<file path="src/rtl/tm_ret_vc_allocator_pkg.sv">
// Shared types and helpers for the return-VC allocator.
// Slave tag layout, credit default and log2 helper.
package tm_credit_pkg;

    localparam int DEFAULT_NUM_CREDITS      = 32;
    localparam int DEFAULT_ADDRESS_WIDTH    = 4;
    localparam int DEFAULT_VC_ADDRESS_WIDTH = 2;

    typedef struct packed {
        logic [DEFAULT_VC_ADDRESS_WIDTH-1:0] vc;
        logic [DEFAULT_ADDRESS_WIDTH-1:0]    dest;
    } slave_tag_t;

    function automatic int ceil_log2(input int v);
        int r;
        r = 0;
        while ((1 << r) < v) begin
            r = r + 1;
        end
        return r;
    endfunction

endpackage

</file>
<file path="src/rtl/tm_ret_vc_allocator_if.sv">
// Request/grant handshake between master and allocator.
// Grant is combinational in the same cycle as the request.
interface tm_ret_vc_allocator_if #(
    parameter int ADDRESS_WIDTH    = 4,
    parameter int VC_ADDRESS_WIDTH = 2
);

    logic                                    req_valid;
    logic [ADDRESS_WIDTH+VC_ADDRESS_WIDTH-1:0] req_tag;
    logic                                    req_ready;
    logic [VC_ADDRESS_WIDTH-1:0]             grant_vc;

    modport master (
        output req_valid,
        output req_tag,
        input  req_ready,
        input  grant_vc
    );

    modport slave (
        input  req_valid,
        input  req_tag,
        output req_ready,
        output grant_vc
    );

endinterface

</file>
<file path="src/rtl/tm_ret_vc_allocator_slot.sv">
// One return VC: binding, owner tag, outstanding count.
// Unbinds on the edge where the count reaches zero.
module tm_vc_credit_slot
    import tm_credit_pkg::*;
#(
    parameter int TAG_W       = 6,
    parameter int NUM_CREDITS = DEFAULT_NUM_CREDITS,
    parameter int CW          = ceil_log2(NUM_CREDITS + 1),
    parameter int VC_IDX      = 0
) (
    input  logic             clk,
    input  logic             rst,
    input  logic             inc_i,
    input  logic             dec_i,
    input  logic [TAG_W-1:0] tag_i,
    output logic             bound_o,
    output logic [TAG_W-1:0] owner_o,
    output logic             full_o,
    output logic             underflow_o
);

    logic             bound_q, bound_d;
    logic [TAG_W-1:0] owner_q, owner_d;
    logic [CW-1:0]    count_q, count_d;
    logic             underflow_q, underflow_d;
    logic             dec_ok;

    assign dec_ok = dec_i && (count_q != '0);

    // Next-state: count, binding and sticky underflow
    always_comb begin
        count_d     = count_q;
        bound_d     = bound_q;
        owner_d     = owner_q;
        underflow_d = underflow_q;
        if (inc_i && !dec_ok) begin
            count_d = count_q + CW'(1);
        end else if (!inc_i && dec_ok) begin
            count_d = count_q - CW'(1);
        end
        if (inc_i && !bound_q) begin
            bound_d = 1'b1;
            owner_d = tag_i;
        end
        if (count_d == '0) begin
            bound_d = 1'b0;
            owner_d = '0;
        end
        if (dec_i && (count_q == '0)) begin
            underflow_d = 1'b1;
        end
    end

    // State registers with asynchronous active-low reset
    always_ff @(posedge clk or negedge rst) begin
        if (!rst) begin
            bound_q     <= 1'b0;
            owner_q     <= '0;
            count_q     <= '0;
            underflow_q <= 1'b0;
        end else begin
            bound_q     <= bound_d;
            owner_q     <= owner_d;
            count_q     <= count_d;
            underflow_q <= underflow_d;
        end
    end

    assign bound_o     = bound_q;
    assign owner_o     = owner_q;
    assign full_o      = (count_q == CW'(NUM_CREDITS));
    assign underflow_o = underflow_q;

`ifndef SYNTHESIS
    // Report replies arriving on an empty VC; count must stay bounded
    always @(posedge clk) begin
        if (rst) begin
            if (dec_i && (count_q == '0)) begin
                $display("RET VC %0d UNDERFLOW", VC_IDX);
            end
            assert (count_q <= CW'(NUM_CREDITS))
            else $error("ret vc %0d count %0d above credit limit",
                        VC_IDX, count_q);
        end
    end
`endif

endmodule

</file>
<file path="src/rtl/tm_ret_vc_allocator.sv">
// Return-VC allocator: binds slave tags to VCs and
// grants same-cycle, keeping one VC per tag for ordering.
module tm_ret_vc_allocator
    import tm_credit_pkg::*;
#(
    parameter int NUM_VCS          = 4,
    parameter int NUM_CREDITS      = DEFAULT_NUM_CREDITS,
    parameter int ADDRESS_WIDTH    = 4,
    parameter int VC_ADDRESS_WIDTH = 2
) (
    input  logic                 clk,
    input  logic                 rst,
    tm_ret_vc_allocator_if.slave req,
    input  logic [NUM_VCS-1:0]   receive_valid,
    output logic [NUM_VCS-1:0]   vc_busy,
    output logic [NUM_VCS-1:0]   vc_full,
    output logic                 err_underflow
);

    localparam int TAG_W = ADDRESS_WIDTH + VC_ADDRESS_WIDTH;
    localparam int CW    = ceil_log2(NUM_CREDITS + 1);

    logic [NUM_VCS-1:0]          bound;
    logic [NUM_VCS-1:0]          full;
    logic [NUM_VCS-1:0]          uflow;
    logic [NUM_VCS-1:0]          inc;
    logic [TAG_W-1:0]            owner [NUM_VCS];

    logic                        hit;
    logic [VC_ADDRESS_WIDTH-1:0] hit_idx;
    logic                        free;
    logic [VC_ADDRESS_WIDTH-1:0] free_idx;
    logic                        ready;
    logic [VC_ADDRESS_WIDTH-1:0] grant;
    logic                        fire;

    // Lowest-index owner match and lowest-index free VC
    always_comb begin
        hit      = 1'b0;
        hit_idx  = '0;
        free     = 1'b0;
        free_idx = '0;
        for (int i = 0; i < NUM_VCS; i++) begin
            if (!hit && bound[i] && (owner[i] == req.req_tag)) begin
                hit     = 1'b1;
                hit_idx = VC_ADDRESS_WIDTH'(i);
            end
            if (!free && !bound[i]) begin
                free     = 1'b1;
                free_idx = VC_ADDRESS_WIDTH'(i);
            end
        end
    end

    // Grant mux; a full matching VC stalls rather than opening another
    always_comb begin
        ready = 1'b0;
        grant = '0;
        if (hit) begin
            ready = !full[hit_idx];
            grant = hit_idx;
        end else if (free) begin
            ready = 1'b1;
            grant = free_idx;
        end
        if (!rst || !ready) begin
            ready = 1'b0;
            grant = '0;
        end
    end

    assign fire          = req.req_valid & ready;
    assign req.req_ready = ready;
    assign req.grant_vc  = grant;

    for (genvar g = 0; g < NUM_VCS; g++) begin : g_slot
        assign inc[g] = fire && (grant == VC_ADDRESS_WIDTH'(g));

        tm_vc_credit_slot #(
            .TAG_W       (TAG_W),
            .NUM_CREDITS (NUM_CREDITS),
            .CW          (CW),
            .VC_IDX      (g)
        ) u_slot (
            .clk         (clk),
            .rst         (rst),
            .inc_i       (inc[g]),
            .dec_i       (receive_valid[g]),
            .tag_i       (req.req_tag),
            .bound_o     (bound[g]),
            .owner_o     (owner[g]),
            .full_o      (full[g]),
            .underflow_o (uflow[g])
        );
    end

    assign vc_busy       = bound;
    assign vc_full       = full;
    assign err_underflow = |uflow;

endmodule

</file>
<file path="src/flat_wrapper.sv">
// flat-port wrapper written by rule: the top's interface ports become plain ports
module tm_ret_vc_allocator_flat import tm_credit_pkg::*;
#(
    parameter int NUM_VCS          = 4,
    parameter int NUM_CREDITS      = DEFAULT_NUM_CREDITS,
    parameter int ADDRESS_WIDTH    = 4,
    parameter int VC_ADDRESS_WIDTH = 2
)
  (clk, rst, receive_valid, vc_busy, vc_full, err_underflow, req_req_valid, req_req_tag, req_req_ready, req_grant_vc);
  tm_ret_vc_allocator_if #(.ADDRESS_WIDTH(ADDRESS_WIDTH), .VC_ADDRESS_WIDTH(VC_ADDRESS_WIDTH)) req_i ();
  input  logic clk;
  input  logic rst;
  input  logic [NUM_VCS-1:0] receive_valid;
  output logic [NUM_VCS-1:0] vc_busy;
  output logic [NUM_VCS-1:0] vc_full;
  output logic err_underflow;
  input wire logic [$bits(req_i.req_valid)-1:0] req_req_valid;
  input wire logic [$bits(req_i.req_tag)-1:0] req_req_tag;
  output wire logic [$bits(req_i.req_ready)-1:0] req_req_ready;
  output wire logic [$bits(req_i.grant_vc)-1:0] req_grant_vc;
  assign req_i.req_valid = req_req_valid;
  assign req_i.req_tag = req_req_tag;
  assign req_req_ready = req_i.req_ready;
  assign req_grant_vc = req_i.grant_vc;
  tm_ret_vc_allocator #(.NUM_VCS(NUM_VCS), .NUM_CREDITS(NUM_CREDITS), .ADDRESS_WIDTH(ADDRESS_WIDTH), .VC_ADDRESS_WIDTH(VC_ADDRESS_WIDTH)) u_core (.clk(clk), .rst(rst), .req(req_i), .receive_valid(receive_valid), .vc_busy(vc_busy), .vc_full(vc_full), .err_underflow(err_underflow));
endmodule
</file>
<file path="config.mk">
export PLATFORM = sky130hd
export DESIGN_NAME = tm_ret_vc_allocator_flat
export DESIGN_NICKNAME = d
export VERILOG_FILES = /design/src/rtl/tm_ret_vc_allocator_pkg.sv /design/src/rtl/tm_ret_vc_allocator_if.sv /design/src/rtl/tm_ret_vc_allocator_slot.sv /design/src/rtl/tm_ret_vc_allocator.sv /design/src/flat_wrapper.sv
export SDC_FILE = /design/constraint.sdc
export NUM_CORES = 1
export LEC_CHECK = 0
export CAP_MARGIN = 15
export CORE_ASPECT_RATIO = 0.6
export CORE_MARGIN = 5
export CORE_UTILIZATION = 46
export DETAILED_ROUTE_END_ITERATION = 8
export MAX_ROUTING_LAYER = met4
export SKIP_CTS_REPAIR_TIMING = 1
export SYNTH_ARGS = -nofsm -noshare
export SYNTH_HDL_FRONTEND = slang
export SYNTH_HIERARCHICAL = 1
export SYNTH_SLANG_ARGS = --single-unit
</file>
<file path="constraint.sdc">
create_clock -name clk -period 4.1 [get_ports clk]
set_input_delay 0.82 -clock clk [delete_from_list [all_inputs] [get_ports clk]]
set_output_delay 0.82 -clock clk [all_outputs]
set_load 0.1 [all_outputs]
</file>
Word-level counts from Yosys, hierarchy flattened:

Index checks and enable logic that the tools add are counted.

* register bits: 56
* word-level logic and storage cells: 156

* $add $sub $neg: 8
* magnitude comparators: 1
* eq/ne operators: 11
* mux-type cells: 46
* bitwise operators: 1
* reductions and logical operators: 73

Operators by type and width (number)
* $mux 6: 16
* $logic_not 6->1: 8
* $logic_and 1x1->1: 34
* $add 6x1->6 const B: 4
* $eq 6x6->1: 4
* $eq 6x6->1 const B: 4
* $reduce_bool 6->1: 4
* $sub 6x1->6 const B: 4
* $mux 1: 22
* $logic_not 1->1: 20
* $mux 2: 7
* $reduce_bool 2->1: 4
* $eq 2x2->1 const B: 2
* $reduce_or 4->1: 1
* $lt 2x3->1 const B: 1
* $bmux 1 s2: 1
* $eq 2x1->1 const B: 1
* $logic_not 2->1: 1
* $and 1x1->1: 1
* $logic_or 1x1->1: 1

Logic depth before layout (Yosys ltp):

Gate-level depths: netlist of the first run.

* word-level depth: 30
* mapped depth: 17
* mapped depth without buffers: 14

By module:

Netlist of the first run, hierarchy kept.

By module, submodules not included
* tm_vc_credit_slot: times used 4, cells each 91, area an instance 904.6 sq um, seq. area each 350.3 sq um
* tm_ret_vc_allocator: times used 1, cells each 75, area an instance 544.3 sq um, seq. area each 0.0 sq um

Least setup slack after synthesis of the first run:

Ideal clock, no wire load.

* kind: reg-to-output
* start point: register u_core.g_slot[1].u_slot.count_q[0]
* end point: output port req_grant_vc[0]
* arrival: 4680 ps
* required time: 3280 ps
* path slack: -1400 ps
* cell stages (with the launch flop): 12
* cell sequence: dfrtp_1 > clkdlybuf4s15_2 > inv_1 > ha_1 > or4b_1 > buf_2 > nor2_1 > nand3_1 > nor3_1 > mux2_1 > a211o_1 > a211oi_1

* longest elaborated chain between the ends: 8

Ends and longest elaborated chain
* start: declaration: RTL line tm_ret_vc_allocator_slot.sv:24 `logic [CW-1:0] count_q, count_d;`
* start signal: assignment: RTL line tm_ret_vc_allocator_slot.sv:64 `count_q <= count_d;`
* $eq 6x6->1: RTL line tm_ret_vc_allocator_slot.sv:71 `assign full_o = (count_q == CW'(NUM_CREDITS));`
* via vc_full[1]: RTL line flat_wrapper.sv:15 `output logic [NUM_VCS-1:0] vc_full;`
* $bmux 1 s2: RTL line tm_ret_vc_allocator.sv:60 `ready = !full[hit_idx];`
* $mux 1 (implied by the code): RTL line tm_ret_vc_allocator.sv:60
* $logic_not 1->1: RTL line tm_ret_vc_allocator.sv:60
* $mux 1: RTL line tm_ret_vc_allocator.sv:59 `if (hit) begin`
* $logic_not 1->1: RTL line tm_ret_vc_allocator.sv:66 `if (!rst || !ready) begin`
* $logic_or 1x1->1: RTL line tm_ret_vc_allocator.sv:66
* $mux 2: RTL line tm_ret_vc_allocator.sv:66
* end: declaration: RTL line flat_wrapper.sv:20 `output wire logic [$bits(req_i.grant_vc)-1:0] req_grant_vc;`

The timed path passes the listed nets, and every way through them passes these cells. The select of a mux whose other input is x is not followed.

Worst setup path in the final report of the first run:

* start point: input port req_req_tag[3]
* end point: output port req_grant_vc[1]

* longest elaborated chain between the ends: 22
* elaborated cells between the ends (all ways): 29
* those cells by class: eq/ne (4); mux (12); reduce/logical (13)

Ends and longest elaborated chain
* start: declaration: RTL line flat_wrapper.sv:18 `input wire logic [$bits(req_i.req_tag)-1:0] req_req_tag;`
* $eq 6x6->1: RTL line tm_ret_vc_allocator.sv:44 `if (!hit && bound[i] && (owner[i] == req.req_tag)) begin`
* $logic_and 1x1->1: RTL line tm_ret_vc_allocator.sv:44
* $mux 1: RTL line tm_ret_vc_allocator.sv:44
* $logic_not 1->1: RTL line tm_ret_vc_allocator.sv:44
* $logic_and 1x1->1 (2 in series): RTL line tm_ret_vc_allocator.sv:44
* $mux 1: RTL line tm_ret_vc_allocator.sv:44
* $logic_not 1->1: RTL line tm_ret_vc_allocator.sv:44
* $logic_and 1x1->1 (2 in series): RTL line tm_ret_vc_allocator.sv:44
* (+4 left out)
* $mux 2: RTL line tm_ret_vc_allocator.sv:44
* $bmux 1 s2: RTL line tm_ret_vc_allocator.sv:60
* $mux 1 (implied by the code): RTL line tm_ret_vc_allocator.sv:60
* $logic_not 1->1: RTL line tm_ret_vc_allocator.sv:60
* $mux 1: RTL line tm_ret_vc_allocator.sv:59
* $logic_not 1->1: RTL line tm_ret_vc_allocator.sv:66
* $logic_or 1x1->1: RTL line tm_ret_vc_allocator.sv:66
* $mux 2 (*): RTL line tm_ret_vc_allocator.sv:66

Mark *: on every way between the ends. The rest lies on a longest branch, timed or not. The select of a mux whose other input is x is not followed.

==> summary.md, run 1 <==
| Metric | Value |
|---|---|
| Kind of end point of the critical path | output pin |
| Share of layout cells above drive strength 1 | 25.15% |
| Core area | 0.008653 mm² |
| Post-synthesis net count | 464 |
| Yosys Warn Count | 6 |
| Leak | 2.261 nW |
| Avg Synthesized Cell Area | 9.482 µm² |
| PortBufs | 24 |
| Final Cycle Share | 97.91% |
| Sequential area share after synthesis | 33.66% |
| Ys flop type | dfrtp_1 |
| Clk buf depth | 2 |
| Post-route DRC violation count | 0 |
| # setup viols final | 0 |
| DP Wirelength | 8.481 mm |
| IO Pins | 25 |
| Worst Path Max Fanout | 5 |
| Required @ worst endpoint | 3.28 ns |
| GRT Total Usage | 20.39% |
| Initial Util | 48.11% |
| Least-Margin Pin Slew | 0.9884 ns |
| Hold WS | 0.3630 ns |
| N_diodes | 0 |
| Top-area cell type share of the netlist area | 33.66% |
| Fin. Hold Viols | 0 |
| Initial drt markers | 363 |
| Placed Cells | 616 |
| Min-delay worst type | in2async |
| Kind of critical path | in2out |
| Design area | 0.005139 mm² |
| Cell Area, Synth | 0.004163 mm² |
| Inserted Clock Buffers | 5 |
| Final ANT Viol Nets | 0 |
| Status | finished clean |
| Async SR Flop Fraction | 100.0% |
| Top cells by count, synth | dfrtp_1 (56), a31oi_1 (32), inv_1 (27) |
| Drt first pass iters | 5 |
| CP arrival | 3.19 ns |
| Dpl cell area | 0.004905 mm² |
| Vias after detailed routing | 3,773 |
| GP Congestion | 0.9555 |
| Most common cell in the synthesized netlist | dfrtp_1 |
| Fin nets | 537 |
| Largest net degree at the start of global routing | 33 |
| Fmax | 0.2491 GHz |
| Post-Layout Cell Count | 625 |
| H-tree depth | 2 |
| Post-layout min period | 4.014 ns |
| Die W | 132.8 µm |
| DIE HEIGHT | 83.69 µm |
| Synth area leaders | dfrtp_1 (34%), mux2i_1 (6.0%), xnor2_1 (5.3%) |
| Startpoint Class | primary input |
| Total Power | 3.886 mW |
| Die area | 0.01111 mm² |
| Avg Vias per Cell | 6.037 |
| Vias in the first global route | 3,471 |
| First-pass GRT wire length | 17.98 mm |
| Max cap viols | 0 |
| Area grow syn2layout | 23.44% |
| CTS tree | yes |
| VDD IR max | 0.3440 mV |
| Number of synthesized register bits | 56 |
| Initial antenna violation count | 0 |
| Site Rows | 26 |
| Synth cell types | 55 |
| Post-synth EDFFs | 0 |
| Relative slew slack | 33.90% |
| Root Driver | clkbuf_16 |
| PD cells | 756.2 mW/mm² |
| FILL cells | 765 |
| Area leader, netlist | dfrtp_1 |
| Slack of the critical path | 0.08571 ns |
| Mapped Cells | 439 |
| Final Max Slew Viols | 0 |
| Clk_lat worst skew | 0.30 ns |
| DR WL/cell | 17.83 µm |
| Pre-CTS setup slack | -0.6016 ns |
| Clk pin slew, worst setup/hold paths | 0.07 ns |
| CTS sink cnt | 56 |
| Final clock skew | 0.01085 ns |
| Final WL | 11.14 mm |
| Total gr overflow | 0 |
[metal layers]
layer | GRT usage, % | up-vias | wire, µm
li1 | - | 1796 | -
met1 | 32.66 | 1839 | 5760
met2 | 25.60 | 128 | 4510
met3 | 4.759 | 10 | 791
met4 | 3.396 | 0 | 79
met5 | - | - | 0
[worst paths after layout]
check	slack, ns	cells after the start	start	endpoint
worst max-delay path	0.09	11	req_req_tag[3]	req_grant_vc[1]
worst min-delay path	0.36	1	rst	u_core/g_slot[2].u_slot/owner_o[0]
worst min register to register	0.46	1	u_core/g_slot[1].u_slot/underflow_o	u_core/g_slot[1].u_slot/underflow_o
min in group clk	0.46	1	u_core/g_slot[1].u_slot/underflow_o	u_core/g_slot[1].u_slot/underflow_o
worst max register to register	0.20	16	u_core/g_slot[1].u_slot/count_q[0]	u_core/g_slot[2].u_slot/bound_o
max in group asynchronous	3.05	2	rst	u_core/g_slot[0].u_slot/bound_o
[cell usage in the layout (no fill, tap or decap), types with 5 or more instances in the layout]
cell type	count
o21ai_1	9
ha_1	12
mux2i_1	25
nand4_1	11
nand3b_1	8
xnor2_1	25
a211oi_1	12
nand2_1	26
nand2b_1	5
dfrtp_1	55
buf_4	67
inv_1	27
o21ai_0	7
clkbuf_16	5
a21oi_1	9
clkdlybuf4s50_1	10
o2111ai_1	5
xor2_1	10
nand3_1	8
a31oi_1	32
nor3_1	11
o211ai_1	9
and2_1	9
clkbuf_2	5
nor2_1	18
[report_power, final]
part           internal [mW]  switching (mW)  total, mW
sequential             0.811           0.382       1.19
clock                  0.306           0.202      0.509
combinational          0.946            1.24       2.18
[stage by stage]
step	TNS, ns	util (%)
after global placement	-12.20	56.68
final	0	59.38
after detailed placement	-13.44	56.68
after floorplan	-0.2619	-
after CTS	-4.503	58.73
after global routing	-0.2277	59.38
[state kept, by name, summed over array words and instances (netlist names)]
register and count:
u_core/g_slot.u_slot/count_q 24, u_core/g_slot.u_slot/bound_o 4, u_core/g_slot.u_slot/underflow_o 4, u_core/g_slot.u_slot/owner_o 24
[critical path, stage by stage]
cell,delay [ns]
clkbuf_2,0.15
buf_6,0.15
xor2_1,0.16
nor3_1,0.09
nand4_1,0.19
or4b_2,0.63
buf_4,0.20
buf_4,0.14
a2111o_1,0.37
o31ai_4,0.09
buf_12,0.21
[kinds of logic (layout without fill, tap and decap cells)]
logic type,after synthesis,after routing,synth area share (%)
and+or+nand+nor,135,135,19.42
AOI/OAI and AO/OA,123,123,22.33
DFF,56,56,33.66
buffers and inverters,51,125,7.123
xor gates and xnor gates,36,36,7.574
muxes,26,26,6.282
adders and majority gates,12,12,3.607
[layout make-up]
cell class / instances / area, µm² / share of cell area (%)
multi-input cells: 332 / 2577 / 50.16
inverters: 27 / 101.3 / 1.972
repair buffers: 90 / 739.5 / 14.39
clock buffers: 6 / 138.9 / 2.703
flip-flops and latches: 56 / 1403 / 27.29
clock inverters: 2 / 38.79 / 0.7548
well taps: 112 / 140.1 / 2.727
No activity file was read; power rests on OpenSTA's default activity.
==> run 2: changes to the inputs <==
--- a/config.mk
+++ b/config.mk
@@ -10,7 +10,10 @@
 export CORE_MARGIN = 5
 export CORE_UTILIZATION = 46
 export DETAILED_ROUTE_END_ITERATION = 8
+export DONT_BUFFER_PORTS = 1
+export GPL_TIMING_DRIVEN = 0
 export MAX_ROUTING_LAYER = met4
+export RECOVER_POWER = 25
 export SKIP_CTS_REPAIR_TIMING = 1
 export SYNTH_ARGS = -nofsm -noshare
 export SYNTH_HDL_FRONTEND = slang
==> summary.md, run 2 (synthesis gave the netlist of run 1 again) <==
| Metric | Value |
|---|---|
| Crit-path cells | nand4_1 > or4_4 > mux2_4 > a211o_4 > buf_6 > a211oi_4 |
| Slack of the critical path | -0.05882 ns |
| Core area | 0.008653 mm² |
| Reg-to-reg endpoint | u_core/g_slot[2].u_slot/owner_o[2] |
| Die area | 0.01111 mm² |
| PortBufs | 0 |
| Metal2 WL | 4.043 mm |
| Share of layout cells above drive strength 1 | 22.93% |
| M1 wire length | 5.480 mm |
| Root Driver | clkbuf_16 |
| Max incr delay on CP | 0.91 ns |
| Worst R2R Start | u_core/g_slot[3].u_slot/count_q[0] |
| H-tree depth | 2 |
| VDD IR max | 0.3649 mV |
| Final Max Slew Viols | 0 |
| RSZ-0062 raised after global routing | yes |
| Leak | 1.984 nW |
| GRT Total Usage | 18.81% |
| Kind of end point of the critical path | output pin |
| Vias in the first global route | 3,151 |
| GP Congestion | 0.8506 |
| Area grow syn2layout | 15.33% |
| Startpoint Class | register |
| Dpl cell area | 0.004364 mm² |
| # setup viols final | 2 |
| Placed Cells | 551 |
| CP arrival | 3.34 ns |
| Avg Vias per Cell | 6.058 |
| DIE HEIGHT | 83.69 µm |
| CTS tree | yes |
| DP Wirelength | 7.375 mm |
| Final WL | 10.32 mm |
| Final clock skew | 0.009449 ns |
| Total gr overflow | 0 |
| IO Pins | 25 |
| Die W | 132.8 µm |
| Required @ worst endpoint | 3.28 ns |
| Most frequent cells in the layout | dfrtp_1 (45), a31oi_1 (32), nand2_1 (26) |
| Highest metal used | met4 |
| Met3 Wirelength | 735 µm |
| Least-Margin Pin Slew | 1.112 ns |
| Kind of critical path | reg2out |
| Register-to-register setup slack | 0.07 ns |
| Commonest non-fill, non-tap cell in the layout | dfrtp_1 |
| FF-to-FF path depth | 15 |
| Fin. Hold Viols | 0 |
| First-pass GRT wire length | 16.77 mm |
| N_diodes | 0 |
| Clk buf depth | 2 |
| Clk pin slew, worst setup/hold paths | 0.07 ns |
| Max cap viols | 0 |
| Post-Layout Cell Count | 570 |
| Fin nets | 482 |
| Final Cycle Share | 101.4% |
| Drt first pass iters | 5 |
| CTS sink cnt | 56 |
| Reg area | 0.001420 mm² |
| Largest net degree at the start of global routing | 60 |
| Site Rows | 26 |
| Final ANT Viol Nets | 0 |
| Post-route DRC violation count | 0 |
| CP max stage cell | a211oi_4 |
| Initial Util | 48.11% |
| Vias after detailed routing | 3,453 |
| Multi-input gate area | 0.002679 mm² |
| Clk_lat worst skew | 0.30 ns |
| Post-layout min period | 4.159 ns |
| FILL cells | 752 |
| PD cells | 779.6 mW/mm² |
| Worst Path Max Fanout | 7 |
| Min-delay worst type | in2async |
| Relative slew slack | 25.66% |
| Initial drt markers | 349 |
| DR WL/cell | 18.10 µm |
| Design area | 0.004801 mm² |
| Fmax | 0.2405 GHz |
| Inserted Clock Buffers | 5 |
| Status | finished, violations left |
| Failing checks | negative setup slack |
| Initial antenna violation count | 0 |
## run 2: changes by cell type in the layout (fill, tap and decap cells not counted), moves of 5 or more
cell             delta
buf_4              -52
clkdlybuf4s50_1    -10
dfrtp_1            -10
dfrtp_2             +8
clkbuf_8            +5
## run 2: cell type report
class / instances / share of cell area (%)
Buffer: 20 / 3.362
Clock buffer: 7 / 3.180
Clock inverter: 1 / 0.6255
Inverter: 27 / 2.111
Multi-Input combinational cell: 332 / 55.80
Sequential cell: 56 / 29.58
Tap cell: 112 / 2.919
Timing Repair Buffer: 15 / 2.424
## run 2: where the power goes
part / switching, mW / total (mW) / leakage (nW) / internal [mW]
Clock: 0.208 / 0.531 / 0.0901 / 0.323
Sequential: 0.438 / 1.26 / 0.670 / 0.822
Combinational: 1.13 / 1.95 / 1.22 / 0.818
## run 2: layer usage
| metal | GRT usage, % | vias up |
|---|---|---|
| met4 | 3.019 | 0 |
| met2 | 23.11 | 104 |
| met1 | 30.23 | 1649 |
| met5 | - | - |
| met3 | 4.880 | 9 |
| li1 | - | 1691 |
## run 2: metrics by stage
step	power (mW)	hold WS (ns)	worst slack (ns)	util [%]	TNS (ns)
6_report	3.743	0.2117	-0.05882	55.48	-0.1110
5_1_grt	3.998	0.1931	-0.1194	55.48	-0.9508
4_1_cts	3.538	0.2042	-0.7215	52.54	-18.02
3_5_place_dp	3.002	0.4520	-0.6993	50.43	-16.41
3_3_place_gp	2.963	0.4502	-0.6836	50.35	-14.65
2_1_floorplan	2.636	0.4326	-0.2619	-	-0.2619
## run 2: how the worst max path moves through the flow
stage | cells after the start | endpoint | slack, ns | start
3_5_place_dp | 11 | u_core/g_slot[3].u_slot/owner_o[1] | -0.70 | u_core/g_slot[2].u_slot/bound_o
5_1_grt | 6 | req_grant_vc[0] | -0.12 | u_core/g_slot[0].u_slot/bound_o
4_1_cts | 11 | u_core/g_slot[3].u_slot/owner_o[1] | -0.72 | u_core/g_slot[2].u_slot/bound_o
3_3_place_gp | 11 | u_core/g_slot[3].u_slot/owner_o[0] | -0.68 | u_core/g_slot[2].u_slot/bound_o
6_report | 6 | req_grant_vc[0] | -0.06 | u_core/g_slot[0].u_slot/bound_o
2_1_floorplan | 5 | req_grant_vc[0] | -0.26 | req_req_tag[1]
## run 2: worst max-delay path: cells and delay by family, from the launching register on
family	cells	cell delay (ns)
AOI/OAI and AO/OA	2	1.27
buffers and inverters	1	0.13
DFF	1	0.66
muxes	1	0.33
and+or+nand+nor	2	0.65
==> run 3: changes to the inputs <==
--- a/config.mk
+++ b/config.mk
@@ -9,12 +9,14 @@
 export CORE_ASPECT_RATIO = 0.6
 export CORE_MARGIN = 5
 export CORE_UTILIZATION = 46
+export CTS_BUF_LIST = sky130_fd_sc_hd__clkbuf_8
 export DETAILED_ROUTE_END_ITERATION = 8
 export DONT_BUFFER_PORTS = 1
 export GPL_TIMING_DRIVEN = 0
 export MAX_ROUTING_LAYER = met4
 export RECOVER_POWER = 25
 export SKIP_CTS_REPAIR_TIMING = 1
+export SLEW_MARGIN = 20
 export SYNTH_ARGS = -nofsm -noshare
 export SYNTH_HDL_FRONTEND = slang
 export SYNTH_HIERARCHICAL = 1
==> summary.md, run 3 (synthesis gave the netlist of run 1 again) <==
| Metric | Value |
|---|---|
| Dpl cell area | 0.004372 mm² |
| Avg Vias per Cell | 6.149 |
| Slack of the critical path | -0.005354 ns |
| Vias in the first global route | 3,072 |
| Crit path launch | req_req_tag[1] |
| Min-delay worst type | in2async |
| Initial Util | 48.11% |
| Relative slew slack | 25.23% |
| Initial antenna violation count | 0 |
| Kind of end point of the critical path | output pin |
| Placed Cells | 551 |
| Initial drt markers | 297 |
| Clk_lat worst skew | 0.33 ns |
| CTS sink cnt | 56 |
| Post-layout min period | 4.105 ns |
| Die W | 132.8 µm |
| CTS tree | yes |
| Vias after detailed routing | 3,542 |
| GP Congestion | 0.8506 |
| Share of layout cells above drive strength 1 | 24.57% |
| Kind of critical path | in2out |
| RSZ-0062 raised after global routing | yes |
| Worst R2R Start | u_core/g_slot[3].u_slot/count_q[0] |
| Final WL | 10.49 mm |
| Fin. Hold Viols | 0 |
| Status | finished, violations left |
| DIE HEIGHT | 83.69 µm |
| # setup viols final | 1 |
| Root Driver | clkbuf_8 |
| N_diodes | 0 |
| Core area | 0.008653 mm² |
| GRT Total Usage | 18.81% |
| Clk buf depth | 2 |
| Final Cycle Share | 100.1% |
| Least-Margin Pin Slew | 1.125 ns |
| Drt first pass iters | 5 |
| Required @ worst endpoint | 3.28 ns |
| PD cells | 748.4 mW/mm² |
| Final Max Slew Viols | 0 |
| CP arrival | 3.29 ns |
| Inserted Clock Buffers | 5 |
| Clk pin slew, worst setup/hold paths | 0.11 ns |
| Leak | 1.972 nW |
| Fmax | 0.2436 GHz |
| First-pass GRT wire length | 16.56 mm |
| Setup TNS | -0.005354 ns |
| DR WL/cell | 18.22 µm |
| Crit-path cells | xor2_1 > nor3_1 > nand4_1 > and4b_1 > a211o_4 > a211oi_4 |
| Post-route DRC violation count | 0 |
| Site Rows | 26 |
| IO Pins | 25 |
| Commonest non-fill, non-tap cell in the layout | dfrtp_1 |
| DP Wirelength | 7.414 mm |
| H-tree depth | 2 |
| Max cap viols | 0 |
| Most frequent cells in the layout | dfrtp_1 (45), a31oi_1 (32), nand2_1 (26) |
| Startpoint Class | primary input |
| Final clock skew | 0.01408 ns |
| Fin nets | 488 |
| VDD IR max | 0.3781 mV |
| PortBufs | 0 |
| Worst Path Max Fanout | 8 |
| Die area | 0.01111 mm² |
| Area grow syn2layout | 14.91% |
| Max incr delay on CP | 0.94 ns |
| Design area | 0.004783 mm² |
| Final ANT Viol Nets | 0 |
| Post-Layout Cell Count | 576 |
| Failing checks | negative setup slack |
| CP max stage cell | a211oi_4 |
| Total gr overflow | 0 |
| Largest net degree at the start of global routing | 60 |
[run 3: cell types whose count changed in the layout (fill, tap and decap cells not counted), sizes merged]
cell	previous run	this run
buf	27	33
bufinv	1	0
clkbuf	15	13
clkinv	0	3
[run 3: worst max-delay path: cells and delay by family]
kind	cells	cell delay, ns
xor+xnor	1	0.14
compound gates	2	1.28
simple gates	3	1.04
[run 3: metal layers]
metal | up-vias | GRT usage, % | part of all wire [%]
li1 | 1699 | - | -
met1 | 1727 | 30.25 | 53
met2 | 104 | 22.42 | 40
met3 | 12 | 5.301 | 6.6
met4 | 0 | 3.679 | 0.96
met5 | - | - | 0
[run 3: stage by stage]
step | setup WS, ns | hold WS [ns] | power, mW | util [%]
global placement | -0.6836 | 0.4502 | 2.963 | 50.35
finish | -0.005354 | 0.1683 | 3.580 | 55.28
floorplan | -0.2619 | 0.4326 | 2.636 | -
detailed placement | -0.7312 | 0.4520 | 3.007 | 50.52
CTS | -0.7636 | 0.1603 | 3.330 | 51.53
global route | -0.08402 | 0.1439 | 3.838 | 55.28
[run 3: where the power goes]
part / internal, mW / switching [mW] / total (mW) / leakage (nW)
clock network: 0.120 / 0.196 / 0.316 / 0.0479
logic: 0.853 / 1.15 / 2.00 / 1.25
registers: 0.823 / 0.442 / 1.27 / 0.670
[run 3: layout make-up]
type | count | area (µm²)
sequential | 56 | 1423
clock inverter | 3 | 18.77
fill | 772 | 3870
inverter | 27 | 101.3
multi-input combinational | 332 | 2709
clock buffer | 5 | 68.82
buffer | 20 | 161.4
tap | 112 | 140.1
timing repair buffer | 21 | 161.4
[run 3: path summary, 6_finish.rpt]
path,to,slack [ns],cells after the start
worst max register to register,u_core/g_slot[3].u_slot/owner_o[1],0.11,15
worst min-delay path,u_core/g_slot[2].u_slot/count_q[5],0.17,0
min in group clk,u_core/g_slot[1].u_slot/underflow_o,0.47,1
max in group asynchronous,u_core/g_slot[0].u_slot/bound_o,3.80,0
worst max-delay path,req_grant_vc[0],-0.005,6
worst min register to register,u_core/g_slot[1].u_slot/underflow_o,0.47,1
